$ cat config.mk
export PLATFORM = sky130hd
export DESIGN_NAME = keypad_entry
export DESIGN_NICKNAME = d
export VERILOG_FILES = /design/src/rtl/keypad_entry.sv
export SDC_FILE = /design/constraint.sdc
export NUM_CORES = 1
export LEC_CHECK = 0
export CORE_MARGIN = 2
export CORE_UTILIZATION = 56
export DETAILED_ROUTE_END_ITERATION = 7
export PLACE_DENSITY = 0.85
export SYNTH_ARGS = -nofsm -noshare
export SYNTH_HDL_FRONTEND = slang
export SYNTH_SLANG_ARGS = --single-unit
export TNS_END_PERCENT = 100
$ cat constraint.sdc
create_clock -name clk -period 7.4 [get_ports clk]
set_input_delay 1.48 -clock clk [delete_from_list [all_inputs] [get_ports clk]]
set_output_delay 1.48 -clock clk [all_outputs]
set_load 0.02 [all_outputs]
$ cat src/rtl/keypad_entry.sv
// rtl/keypad_entry.sv - debounced one-hot keypad reader with BCD digit buffer
module keypad_entry #(
  parameter int N_KEYS          = 10,
  parameter int DEBOUNCE_CYCLES = 4,
  parameter int DIGITS          = 4
) (
  input  logic                  clk,
  input  logic                  rst,
  input  logic [N_KEYS-1:0]     keypad,
  input  logic                  hold,
  input  logic                  clear,
  output logic [3:0]            BCD,
  output logic                  key_valid,
  output logic [4*DIGITS-1:0]   digits,
  output logic [3:0]            count,
  output logic                  full,
  output logic                  error,
  output logic                  overflow
);

  // Counter holds 0..DEBOUNCE_CYCLES inclusive, so it can never wrap.
  localparam int              CW       = $clog2(DEBOUNCE_CYCLES + 1);
  localparam logic [CW-1:0]   DC_L     = CW'(DEBOUNCE_CYCLES);
  localparam logic [3:0]      DIGITS_L = 4'(DIGITS);

  typedef enum logic [1:0] {
    IDLE     = 2'd0,
    DEBOUNCE = 2'd1,
    HELD     = 2'd2,
    RELEASE  = 2'd3
  } state_t;

  state_t                 state, state_n;
  logic [CW-1:0]          cnt, cnt_n;
  logic [CW-1:0]          cnt_inc;
  logic                   cnt_done;
  logic [N_KEYS-1:0]      cap, cap_n;
  logic                   key_zero;
  logic                   key_onehot;
  logic [3:0]             key_code;
  logic                   accept;
  logic                   err_n;
  logic                   kv_n;
  logic                   ovf_n;
  logic [3:0]             bcd_n;
  logic [4*DIGITS-1:0]    digits_n;
  logic [3:0]             count_n;
  logic                   full_n;

  // Index of the highest set line; for a one-hot value this is the key number.
  function automatic logic [3:0] key_index(input logic [N_KEYS-1:0] k);
    logic [3:0] idx;
    idx = '0;
    for (int i = 0; i < N_KEYS; i++) begin
      if (k[i]) idx = 4'(i);
    end
    return idx;
  endfunction

  // Classify the raw sample and precompute the counter step.
  always_comb begin
    key_zero   = (keypad == '0);
    key_onehot = !key_zero && ((keypad & (keypad - N_KEYS'(1))) == '0);
    key_code   = key_index(keypad);
    cnt_inc    = cnt + CW'(1);
    cnt_done   = (cnt_inc == DC_L);
  end

  // Debounce FSM next-state: press qualification, held wait, release qualification.
  always_comb begin
    state_n = state;
    cnt_n   = cnt;
    cap_n   = cap;
    accept  = 1'b0;
    err_n   = 1'b0;
    if (hold) begin
      state_n = IDLE;
      cnt_n   = '0;
    end else begin
      case (state)
        IDLE: begin
          if (key_onehot) begin
            cap_n = keypad;
            cnt_n = CW'(1);
            if (DEBOUNCE_CYCLES == 1) begin
              accept  = 1'b1;
              state_n = HELD;
            end else begin
              state_n = DEBOUNCE;
            end
          end else if (!key_zero) begin
            err_n   = 1'b1;
            cnt_n   = '0;
            state_n = RELEASE;
          end
        end
        DEBOUNCE: begin
          if (keypad == cap) begin
            cnt_n = cnt_inc;
            if (cnt_done) begin
              accept  = 1'b1;
              state_n = HELD;
            end
          end else begin
            cnt_n   = '0;
            state_n = IDLE;
          end
        end
        HELD: begin
          // Only a full release matters here; wiggles while held are ignored.
          if (key_zero) begin
            if (DEBOUNCE_CYCLES == 1) begin
              cnt_n   = '0;
              state_n = IDLE;
            end else begin
              cnt_n   = CW'(1);
              state_n = RELEASE;
            end
          end
        end
        RELEASE: begin
          if (key_zero) begin
            if (cnt_done) begin
              cnt_n   = '0;
              state_n = IDLE;
            end else begin
              cnt_n = cnt_inc;
            end
          end else begin
            cnt_n = '0;
          end
        end
        default: begin
          state_n = IDLE;
          cnt_n   = '0;
        end
      endcase
    end
  end

  // Output and digit-buffer next values; clear beats a simultaneous accept.
  always_comb begin
    bcd_n    = BCD;
    kv_n     = accept;
    ovf_n    = 1'b0;
    digits_n = digits;
    count_n  = count;
    if (accept) begin
      bcd_n = key_code;
      if (count == DIGITS_L) ovf_n = 1'b1;
    end
    if (clear) begin
      digits_n = '0;
      count_n  = '0;
    end else if (accept && (count != DIGITS_L)) begin
      digits_n      = digits << 4;
      digits_n[3:0] = key_code;
      count_n       = count + 4'd1;
    end
    full_n = (count_n == DIGITS_L);
  end

  // State and registered outputs; reset overrides everything else.
  always_ff @(posedge clk) begin
    if (rst) begin
      state     <= IDLE;
      cnt       <= '0;
      cap       <= '0;
      BCD       <= '0;
      key_valid <= 1'b0;
      error     <= 1'b0;
      overflow  <= 1'b0;
      digits    <= '0;
      count     <= '0;
      full      <= 1'b0;
    end else begin
      state     <= state_n;
      cnt       <= cnt_n;
      cap       <= cap_n;
      BCD       <= bcd_n;
      key_valid <= kv_n;
      error     <= err_n;
      overflow  <= ovf_n;
      digits    <= digits_n;
      count     <= count_n;
      full      <= full_n;
    end
  end

endmodule

======== After elaboration in Yosys (flattened, before gate mapping) ========
Index checks and enable logic that the tools add are counted.
storage, ports and cells
  bits in registers ....................... 43
  bits in latches ......................... 0
  memory bits (writable) .................. 0
  ROM bits ................................ 0
  input bits .............................. 14
  logic and storage cells ................. 75
  memories kept ........................... 0
operators by class
  add/subtract/negate cells ............... 3
  multiply operators ...................... 0
  div/mod/pow operators ................... 0
  order comparisons ....................... 0
  eq/ne operators ......................... 13
  shifts and indexed selects .............. 0
  muxes and demuxes ....................... 32
  bitwise operators ....................... 4
  reductions and logical operators ........ 13
operators by type and width
  cell                                                   count
  2-to-1 mux 4 bit                                       9
  logical NOT 10 bit                                     2
  2-to-1 mux 3 bit                                       6
  2-to-1 mux 2 bit                                       8
  case mux 3 bit (4 select lines)                        1
  bitwise AND 10 bit                                     1
  equality test 10 bit                                   1
  subtractor 10 x 1 -> 10 bit, second input constant     1
  equality test 4 x 3 -> 1 bit, second input constant    2
  case mux 2 bit (4 select lines)                        1
  2-to-1 mux 1 bit                                       7
  inequality test 2 bit, second input constant           3
  inequality test 3 bit, second input constant           2
  OR reduction 2 bit                                     3
  AND reduction 5 bit                                    1
  adder 4 x 1 -> 4 bit, second input constant            1
  equality test 2 bit, second input constant             2
  inequality test 4 x 3 -> 1 bit, second input constant  1
  OR reduction 4 bit                                     1
  adder 3 x 1 -> 3 bit, second input constant            1
  equality test 3 bit, second input constant             1
  NOT 1 bit                                              3
  AND reduction 3 bit                                    1
  equality test 2 x 1 -> 1 bit, second input constant    1
  4 further kinds                                        5

======== Depth between registers and ports, before layout ========
Gate-level depths: netlist of the first run.
  depth in word-level cells ............... 10
  depth in mapped cells ................... 8

======== Worst setup path after synthesis of the first run ========
Ideal clock, no wire load.
  kind .................................... input-to-reg
  from .................................... in keypad[5]
  to ...................................... reg cnt[2]
  library setup time ...................... 0.058 ns
  arrival time ............................ 3.306 ns
  required time ........................... 7.342 ns
  slack ................................... 4.036 ns
  stages on the path ...................... 7
  buffers on the path ..................... 2
  cell sequence ........................... buf_6 or4_4 buf_6 or2_4 or4_4 a221oi_2 a31o_1
on the way
  cells in the longest elaborated chain, start to end .. 6
  elaborated cells on any way between the ends .. 14
  those cells by class .................... 1 x add/sub; 3 x eq/ne; 4 x mux; 1 x bitwise; 5 x reduce/logical
RTL lines
  element                                                                        line  source
  start, declared                                                                9     input logic [N_KEYS-1:0] keypad,
  subtractor 10 x 1 -> 10 bit                                                    63    key_onehot = !key_zero && ((keypad & (keypad - N_KEYS'(1))) == '0);
  bitwise AND 10 bit                                                             63
  logical NOT 10 bit                                                             63
  logical AND 1 bit                                                              63
  2-to-1 mux 3 bit / inequality test 3 bit (equally long branches)               --
  case mux 3 bit (4 select lines) / AND reduction 2 bit (equally long branches)  --
  end signal, assigned                                                           178   cnt <= cnt_n;
  end, declared                                                                  34    logic [CW-1:0] cnt, cnt_n;
Parallel ways exist; a longest one is shown, timed or not.
A chain may end at the register's enable or synchronous reset.

======== Worst setup path in the final report of the first run ========
  from .................................... in keypad[5]
  to ...................................... reg cap[5]
on the way
  cells in the longest elaborated chain, start to end .. 5
  elaborated cells on any way between the ends .. 7
  those cells by class .................... 1 x add/sub; 1 x bitwise; 5 x reduce/logical
RTL lines
  element                               line  source
  subtractor 10 x 1 -> 10 bit           63
  bitwise AND 10 bit                    63
  logical NOT 10 bit                    63
  logical AND 1 bit                     63
  AND reduction 3 bit (no source line)  --
  end signal, assigned                  179   cap <= cap_n;
  end, declared                         37    logic [N_KEYS-1:0] cap, cap_n;
Parallel ways exist; a longest one is shown, timed or not.

==> results of run 1 <==
-- final timing paths --
check / depth (start not counted) / endpoint / slack [ns]
setup / recovery: 7 / cap[5] / 3.35
hold / removal: 2 / cap[4] / 0.49
setup reg to reg: 6 / BCD[3] / 4.99
hold reg to reg: 2 / cap[4] / 0.49
-- state kept, by name, indices dropped and copies added, names as in the netlist --
name / cells
BCD: 4
cap: 10
cnt: 3
count: 4
digits: 16
error: 1
full: 1
key_valid: 1
overflow: 1
state: 2
-- per-layer routing --
metal	vias to the layer above	routed length (um)	share of wire [%]	GRT usage (%)
li1	964	-	-	-
met1	879	2202	47	30.28
met2	60	2176	46	35.91
met3	14	227	4.8	4.167
met4	0	95	2.0	10.20
met5	-	0	0	0
-- power by group through the flow --
stage               Sequential, W  Combinational (W)  Clock [W]
floorplan                0.000239          0.0000242          0
global placement         0.000240          0.0000376          0
detailed placement       0.000240          0.0000380          0
CTS                      0.000234          0.0000383   0.000153
global route             0.000235          0.0000423   0.000163
finish                   0.000234          0.0000387   0.000152
-- final cells by class --
cell class                 instances  area [um2]
multi-input combinational        188        1319
timing repair buffer              43       425.4
clock inverter                     3       20.02
clock buffer                       5       68.82
tap                               50       62.56
fill                             309        1164
inverter                           6       22.52
sequential                        43       860.8
-- metrics by stage --
step	cell area (um2)	instances	utilization, %	power (W)	worst slack, ns
6_report	2779	338	70.49	0.0004247	3.353
5_1_grt	2779	338	70.49	0.0004397	3.200
4_1_cts	2779	338	70.49	0.0004254	3.392
3_5_place_dp	2690	330	68.23	0.0002777	3.107
3_3_place_gp	2690	330	68.23	0.0002773	3.216
2_1_floorplan	2267	252	-	0.0002633	4.036
-- kinds of logic after synthesis --
family / synth area share, %
simple gates: 25.72
flops: 37.97
compound gates: 11.04
mux: 13.25
buf+inv: 4.415
xor+xnor: 5.408
fa+ha+maj: 2.208
-- cell usage in the layout (no fill, tap or decap), types with 3 or more instances in the layout --
cell type	netlist	layout
sky130_fd_sc_hd__nand3b_1	3	3
sky130_fd_sc_hd__mux2i_1	30	30
sky130_fd_sc_hd__nor2_1	36	36
sky130_fd_sc_hd__clkbuf_8	0	5
sky130_fd_sc_hd__dfxtp_1	43	43
sky130_fd_sc_hd__inv_1	6	6
sky130_fd_sc_hd__nand4_1	4	4
sky130_fd_sc_hd__xnor2_1	13	13
sky130_fd_sc_hd__nand2b_1	21	21
sky130_fd_sc_hd__o22ai_1	3	3
sky130_fd_sc_hd__ha_1	4	4
sky130_fd_sc_hd__nor4_1	7	6
sky130_fd_sc_hd__a211oi_1	5	5
sky130_fd_sc_hd__a21oi_1	7	7
sky130_fd_sc_hd__or2_2	4	4
sky130_fd_sc_hd__nor3_1	4	4
sky130_fd_sc_hd__o21ai_0	4	4
sky130_fd_sc_hd__or3_1	6	6
sky130_fd_sc_hd__nand2_1	5	5
sky130_fd_sc_hd__clkdlybuf4s50_1	0	41
sky130_fd_sc_hd__nor2b_1	3	3
-- worst max-delay path: cells and delay by family --
family                 cells  cell delay (ns)
buffers and inverters      2             0.84
multiplexers               1             0.18
AND/OR/NAND/NOR            2             1.34
AO/OA/AOI/OAI              2             0.43
==> run summary, run 1 <==
The post-route netlist has 8.333% of its cells at a drive strength greater than 1. The portion of total power attributed to combinational logic was 9.1%; the longest individual stage delay on the worst path was 0.74 ns. Sequential share of power: 55.2%. Setup repair after global routing left no endpoint under its margin. Once the clock tree was built, the setup fixing pass inserted 0 buffers.

The register bit total from synthesis was 43. The starting utilization of the core area is 57.51%. Ranked by total cell area, the synthesized netlist is headed by sky130_fd_sc_hd__dfxtp_1, sky130_fd_sc_hd__mux2i_1, sky130_fd_sc_hd__nor2_1. The count of mapped cells out of synthesis came out at 252. The overall die height is 67.63 um. The post-route fraction of the period consumed by the critical path was 54.69%; the starting DRC count in detailed routing was 137.

Global routing finished with a remaining overflow of 0. The post-detailed-routing wire length came out at 4702 um. During synthesis, Yosys emitted a total of 0 warnings. Clock tree buffer depth: 2. The final weighted congestion in routability-driven placement is 0.8700, and the area growth from synthesis to layout is 22.57%. In this run the most critical hold path is launched from cap[4]. The most used flip-flop cell after synthesis is sky130_fd_sc_hd__dfxtp_1. The post-synthesis instance area was 2267 um2.

The number of unique standard cell types used by synthesis is 47, and the static leakage power is 0.8782 nW. Among all cell types in the netlist, the one instantiated most often is sky130_fd_sc_hd__dfxtp_1. Clock-pin slew was measured on the worst setup and hold paths at 0.08 ns. The count of flip-flops with a built-in enable after synthesis came out at 0. The internal power of the cells totals 0.0003155 W.

The flow ran to the end, and the final reports show no timing, DRC or antenna violations. The clock tree skew after final layout is 0.004870 ns, and the cts-stage hold buffer count is 0. The worst-case IR drop observed on VDD is 0.0001757 V.

The tools report the total iterations of the first detailed-routing run as 4. The number of gates resized after CTS is 0. For this run, design rule violations remaining after detail routing come to 0.

The count of max-cap constraint violations is 0. The critical path starts at keypad[5]. The slowest cell on the critical path was sky130_fd_sc_hd__nor4b_2. The critical path goes through clkdlybuf4s50_1 > or4_4 > a211oi_1 > o21ai_0 > nor4b_2 > buf_4 > mux2i_1.

Net switching is 25.72% of the power. The area fraction of the dominant cell type after synthesis came out at 37.97%. In this run the core area contains 23 standard-cell rows. Critical register-to-register path startpoint: cnt[0]. The number of nets handed over by synthesis was 270. The antenna cell count was 0. sky130_fd_sc_hd__dfxtp_1 takes more of the synthesized area than any other cell. The via count of the first global-routing pass is 1,745. Data on the critical path is required at its endpoint by 7.63 ns. Power spread over the standard cell area amounts to 152.8 nW/um2. For the number of antenna violations at the first check in global routing, the log shows 0. The run gives 42.71% as the worst-case headroom to the max-slew limit.

STA classifies the critical path startpoint as an input pin. The share of the Yosys chip area taken by registers is 37.97%. Boundary pin count: 42. At the pin with the least slew margin, the transition time is 0.8567 ns.

In the global route stage, overall resource usage came out at 22.81%. CTS saw 43 sinks. The fraction of registers with async set or reset after synthesis was 0%. The final critical path time including I/O delays and setup is 4.047 ns.

The critical path is of the input pin to register type. In the final timing run, aggregate negative setup slack is 0 ns. Hold timing on the final database bottoms out at a slack of 0.4912 ns. Kind of end point of the critical path: a register. Dividing the detail-routed wire length by the instance count gives 13.91 um.

Data on the critical path arrives at its endpoint at 4.28 ns. The clock tree root buffer cell is sky130_fd_sc_hd__clkbuf_8. The final layout net count is 305, and the count of input and output buffers is 41. The H-tree was split into 2 levels. TritonCTS built the clock tree. By count the netlist is led by sky130_fd_sc_hd__dfxtp_1, sky130_fd_sc_hd__nor2_1, sky130_fd_sc_hd__mux2i_1, sky130_fd_sc_hd__nand2b_1, sky130_fd_sc_hd__xnor2_1. The run gives 0.0001092 W as the net switching power of the design.

Derived from the worst setup path, the maximum achievable clock frequency is 247.1 MHz. Setup violations remaining at the end of the flow were counted as 0. The mean instance size in the synthesized netlist is 8.997 um2, and the clock network power share is 35.7%.

The floorplan die area is 4574 um2. The logs give 0 for the number of failing hold endpoints at the final stage and 7872 um for the wire length of the first global-routing pass. The clock reaches the later pin of the worst-skew pair after 0.30 ns.

The count of final max-slew check failures is 0, and the post-DP HPWL is 3328 um. The core region is 3943 um2. The detail route stage leaves a number of antenna-violating nets equal to 0. Dividing the detail-routed via count by the number of cells gives 5.672. Entering global routing, the biggest net connects 32 pins.

The routed layout has 1,917 vias. The tightest min-delay check is of the register to register type. In this run the worst path has a maximum fanout of 8. The number of buffers created by CTS came out at 5. From left edge to right edge, the die measures 67.63 um.
No activity file was read; power rests on OpenSTA's default activity.
==> run 2: changes to the inputs <==
- CORE_UTILIZATION: 56 -> 47
- PLACE_DENSITY: 0.85 -> 0.76
- clock period: 7.4 -> 3.6 ns (I/O delays scaled with it)
==> run summary, run 2 (synthesis gave the netlist of run 1 again) <==
The count of final max-slew check failures is 0, and the number of flip-flops under the largest register name is 16. The number of antenna diodes in the final layout is 0. Leaving out fill and tap cells, the most frequent cells in the layout are sky130_fd_sc_hd__dfxtp_1, sky130_fd_sc_hd__clkdlybuf4s50_1, sky130_fd_sc_hd__nor2_1. Count of input and output buffers: 41.

The floorplan has 25 rows. The setup path with the least slack is of type input pin to register. Transition time of the tightest slew-check pin: 0.5590 ns.

Summing all flip-flop and latch instances after layout gives 860.8 um2. The count of max-cap constraint violations was 0; the portion of total power attributed to combinational logic was 8.0%. The tree is rooted in a sky130_fd_sc_hd__clkbuf_8.

For this block, the initial DRC count from the detailed router was 150. TritonCTS built the clock tree. The post-route fraction of the period consumed by the critical path works out to 77.36%.

The tools report the kind of start point of the critical path as an input pin. The width of the die is 73.46 um. On the critical path, the stage with the largest delay is an instance of sky130_fd_sc_hd__or4_4. Setup repair after global routing left no endpoint under its margin. The detail route stage leaves a number of antenna-violating nets equal to 0.

For the routed length on met1, the log shows 2238 um. The largest registers in the layout are digits x16, cap x10. The top register by number of flip-flops is digits. In this run, the clock network consumes 44.2% of the power. The initial utilization of the core area, before any placement, comes to 48.32%. For this design the top-level I/O count stands at 42.

The area growth from synthesis to layout is 25.72%. The tools report the clock sink count as 43. The number of setup buffers added after CTS is 0.

The number of antenna violations at the first check in global routing was 0. Summing all multi-input logic gate instances after layout gives 1319 um2. After the last flow step, the layout net total stands at 308. The internal portion of the total power is 0.0007912 W.

The pre-antenna-repair detailed-routing pass consisted of 4 iterations. The min-delay analysis places its worst path in the category register to register. For the post-detailed-routing wire length, the log shows 4800 um. The number of H-tree levels is 2. Most common library cell in the layout ignoring fill and taps: sky130_fd_sc_hd__dfxtp_1. For this design the ratio of total power to cell area is 353.1 nW/um2.

Adding up every negative setup slack in the final design gives 0 ns. Setup violations remaining at the end of the flow were counted as 0. For the worst setup path, the data arrival time is 3.02 ns. Clock-pin slew was measured on the worst setup and hold paths at 0.08 ns. Hold timing on the final database bottoms out at a slack of 0.4903 ns.

The critical path goes through clkdlybuf4s50_1 > or4_4 > a211oi_1 > o21ai_0 > nor4b_2 > buf_4 > mux2i_1. The logs give 7997 um for the wire length of the first global-routing pass and 62.39% for the worst-case headroom to the max-slew limit. The run finished with clean final reports. The run gives 1,724 as the via count of the first global-routing pass. The tools report the static leakage power as 0.9192 nW. In the routed layout, each cell is associated on average with a via count of 5.481.

The cell class contributing the biggest share of worst-path delay is simple AND/OR/NAND/NOR gates. The post-route netlist has 8.935% of its cells at a drive strength greater than 1. The pin count of the biggest net entering global routing came out at 31.

The final critical path time including I/O delays and setup is 2.785 ns, and the amount of wire on met2 after detailed routing is 2292 um. The placeable core region was 4692 um2; the via count of the routed design was 1,891. The maximum resistive drop on vdd was 0.0002015 V.

For the fmax, the log shows 359.1 MHz. In the routed design, unresolved DRC markers number 0. The run gives 0 as the number of gates resized after CTS. The congestion estimate from routability-driven global placement came to 0.8688. In this run, post-CTS hold repair placed 0 buffers. Counting along the longest clock path gives a buffer depth of 2. Measured along the y axis, the die boundary spans 73.46 um.

Summed over all layers, the global routing overflow is 0. The endpoint required time on the critical path is 3.83 ns, and the clock tree skew after final layout is 0.004953 ns. STA classifies the critical path endpoint as a register. The longest individual stage delay on the worst path was 0.60 ns. The uppermost layer routed was met4.

The average wire length per cell after detail routing is 13.91 um, and the total power after layout is 0.001006 W. Of all nets on the critical path, the largest fanout is 8. The number of failing hold endpoints at the final stage is 0.

Global routing used 19.11% of the available tracks across all layers. Summed over all nets, the half-perimeter wirelength after detailed placement is 3395 um. The net switching power of the design was 0.0002152 W; the proportion of total power due to net switching was 21.38%. In this run, placement finished with an instance count of 337. For the worst-skew pair, the clock arrives at the later sink with an insertion delay of 0.30 ns.

Leaving out filler cells and counting taps, the final layout contains 345. The number of buffers and inverters on the critical path is 2, and the total length of routed met3 wires is 215 um. For the sequential share of power, the log shows 47.9%.

Counting the fill cells in the layout gives 422. The tools report the number of buffers created by CTS as 5. The floorplan step defined a die boundary enclosing 5396 um2.
run 2: worst paths after layout:
| kind | to | start | depth (start not counted) | slack [ns] |
|---|---|---|---|---|
| max reg2reg | digits[8] | cnt[0] | 7 | 1.39 |
| min | cap[3] | cap[3] | 2 | 0.49 |
| max | cap[2] | keypad[5] | 7 | 0.81 |
| min reg2reg | cap[3] | cap[3] | 2 | 0.49 |
run 2: area by class of cell:
class                      instances  share of cell area, %
clock inverter                     2                  2.107
sequential                        43                  30.20
tap                               54                  2.371
inverter                           6                 0.7902
timing repair buffer              46                  15.72
clock buffer                       6                  2.546
multi-input combinational        188                  46.27
run 2: power groups by stage:
stage / clock network [W] / logic, W / registers [W]
2_1_floorplan: 0 / 0.0000497 / 0.000492
3_3_place_gp: 0 / 0.0000784 / 0.000493
3_5_place_dp: 0 / 0.0000792 / 0.000493
4_1_cts: 0.000452 / 0.0000798 / 0.000481
5_1_grt: 0.000475 / 0.0000878 / 0.000482
6_report: 0.000445 / 0.0000802 / 0.000482
run 2: metrics by stage:
stage	cell area [um2]	setup WS, ns	util (%)
6_report	2850	0.8149	60.75
5_1_grt	2850	0.6180	60.75
4_1_cts	2850	0.8034	60.75
3_5_place_dp	2718	0.5044	57.92
3_3_place_gp	2718	0.5170	57.92
2_1_floorplan	2267	0.9958	-
run 2: tightest hold or removal path, stage by stage, from the launching register on:
cell and delay (ns):
sky130_fd_sc_hd__dfxtp_1 0.32, sky130_fd_sc_hd__nand2b_1 0.07, sky130_fd_sc_hd__mux2i_1 0.06
run 2: per-layer routing:
layer	track usage, %	vias to the layer above
li1	-	973
met1	25.23	862
met2	31.15	51
met3	4.115	5
met4	5.859	0
met5	0	-
==> run 3: changes to the inputs <==
- CORE_UTILIZATION: 47 -> 52
- PLACE_DENSITY: 0.76 -> 0.8
- clock period: 3.6 -> 2.75 ns (I/O delays scaled with it)
==> run summary, run 3 (synthesis gave the netlist of run 1 again) <==
The run finished with clean final reports. The core region is 4264 um2. The count of fill cells added during filler insertion is 354.

Once detail routing completed, the nets flagged for antenna violations numbered 0. The tools report the number of H-tree levels as 2. The starting utilization of the core area was 53.17%; the proportion of total power due to net switching was 21.27%. The worst-case headroom to the max-slew limit is 69.20%, and the width of the die is 70.03 um.

The clock network burns 43.6% of the power. The floorplan step defined a die boundary enclosing 4904 um2. The via count of the first global-routing pass was 1,901; the number of cells traversed by the worst hold path was 2. Fmax: 391.5 MHz. The tools report the all-layer global routing usage as 21.68%. The number of flip-flops under the largest register name is 16.

The critical path goes through clkdlybuf4s50_1 > or4_4 > a211oi_1 > o21ai_0 > nor4b_2 > buf_4 > mux2i_1. For the total grt overflow, the log shows 0. TritonCTS built the clock tree.

Critical hold path startpoint: cap[4]. Ranked by flip-flop count, first place goes to digits. The number of gates resized after CTS is 0. Setup repair after global routing left no endpoint under its margin. The worst hold-check path type was register to register. The design draws 0.001330 W. Setup violations remaining at the end of the flow were counted as 0.

In the layout the commonest cells are sky130_fd_sc_hd__dfxtp_1, sky130_fd_sc_hd__clkdlybuf4s50_1, sky130_fd_sc_hd__nor2_1. Using the TritonRoute via totals, the vias-per-cell ratio works out to 5.534. The number of setup buffers added after CTS was 0; the post-DP HPWL was 3695 um. At the worst endpoint, the arrival time is 2.77 ns.

The tools report the storage element area as 860.8 um2. The clock tree skew after final layout is 0.007645 ns. The logs give 0.001047 W for the internal portion of total power and 0 for the number of failing hold endpoints at the final stage. The count of final max-slew check failures is 0, and the total iterations of the first detailed-routing run is 4. No sink is reached through more buffers than the 2 on the longest clock path. The post-layout instance area is 2958 um2.

At the end of the flow, the number of nets in the layout was 321. In this run the core area contains 24 standard-cell rows. Launch point of the critical path: keypad[4]. The maximum resistive drop on vdd came out at 0.0003407 V. Subtracting the final worst setup slack from the clock period gives 2.554 ns. The post-route fraction of the period consumed by the critical path came out at 92.88%. The worst setup path is captured at a register. In the final layout, the registers with the most flip-flops are digits x16, cap x10. The worst register-to-register path begins at cnt[0].

Counting the buffers created by CTS gives 5. For the boundary pin count, the log shows 42. The finished layout holds 356 standard cells, fillers aside.

At the pin with the least slew margin, the transition time is 0.4620 ns. After detailed routing, the average wire length per cell comes to 14.24 um. Power spread over the standard cell area amounts to 449.6 nW/um2. At the later pin of the worst-skew pair, clock insertion delay measures 0.30 ns.

The first global-routing pass estimated 8721 um of wire. After detailed routing, the number of remaining DRC violations is 0. The count of input and output buffers was 41. After detailed placement, the total cell area comes to 2825 um2.

The type of the setup path with the least slack is input pin to register. Across all layers, the routed design uses 1,970 vias. Pin count of the biggest net entering global routing: 31. Across the run, the number of max-cap violations was 0. The clock-pin slew reported for the worst setup and hold paths after clock tree synthesis is 0.08 ns, and the longest individual stage delay on the worst path is 0.58 ns. The overall die height was 70.03 um; the area of combinational cells with multiple inputs was 1319 um2. Final weighted congestion in routability-driven placement: 0.8647.

The portion of total power attributed to combinational logic was 9.0%; the proportion of layout cells with a drive suffix above 1 was 12.83%. Endpoint required time on the critical path: 2.97 ns. Most common library cell in the layout ignoring fill and taps: sky130_fd_sc_hd__dfxtp_1. The number of antenna violations at the first check in global routing was 0; the sequential share of power was 47.4%.

The repair_antennas step left the layout with diodes totalling 0. The clock net in this run drives a total of 43 sinks. Summed over all layers, the routed wires come to 5068 um. Along the worst path, the maximum fanout reaches 6. The net switching power of the design came out at 0.0002829 W. After detailed placement, the design holds a cell count of 348.

Clock tree root buffer cell: sky130_fd_sc_hd__clkbuf_8. STA classifies the critical path startpoint as an input pin. Among all stages on the critical path, the largest delay is contributed by sky130_fd_sc_hd__or4_4. The static leakage power was 0.9840 nW; the area growth from synthesis to layout was 30.46%. The path depth of the worst reg2reg path was 7. The run gives 0 as the cts-stage hold buffer count. The starting DRC count in detailed routing was 105.
[run 3: cell types whose count changed in the layout (fill, tap and decap cells not counted)]
cell,previous run,this run
sky130_fd_sc_hd__buf_4,5,17
sky130_fd_sc_hd__buf_12,0,1
[run 3: stage by stage]
stage          util (%)  setup TNS, ns  worst slack [ns]  hold WS (ns)
2_1_floorplan         -              0            0.3158        0.4611
3_3_place_gp      66.26       -0.04960          -0.04052        0.4704
3_5_place_dp      66.26        -0.6482          -0.09569        0.4822
4_1_cts           69.37              0            0.1939        0.4939
5_1_grt           69.37              0           0.03085        0.5207
6_report          69.37              0            0.1958        0.4869
[run 3: per-layer routing]
layer / GRT usage, % / wire length [um]
met4: 4.487 / 25
met3: 4.473 / 173
met2: 39.15 / 2526
met5: 0 / 0
met1: 26.58 / 2343
[run 3: power groups by stage]
stage                     Clock, W  Sequential (W)  Combinational [W]
final                     0.000580        0.000630           0.000119
after global routing      0.000612        0.000631           0.000131
after CTS                 0.000587        0.000630           0.000119
after detailed placement         0        0.000645           0.000117
after global placement           0        0.000645           0.000116
after floorplan                  0        0.000643          0.0000650
[run 3: critical path: cells and delay by family]
family | cells | cell delay [ns]
simple gates | 2 | 0.96
compound gates | 2 | 0.39
buf+inv | 2 | 0.65
mux | 1 | 0.21
[run 3: path summary, 6_finish.rpt]
| check | to | slack (ns) |
|---|---|---|
| worst max-delay path | cap[7] | 0.20 |
| worst min-delay path | cap[4] | 0.49 |
| worst max register to register | digits[14] | 0.55 |
| worst min register to register | cap[4] | 0.49 |
[run 3: layout make-up]
type                    count  share of cell area (%)
clock buffers               6                   2.453
flip-flops and latches     43                   29.10
inverters                   6                  0.7614
multi-input cells         188                   44.59
well taps                  52                   2.200
clock inverters             2                   2.030
repair buffers             59                   18.87
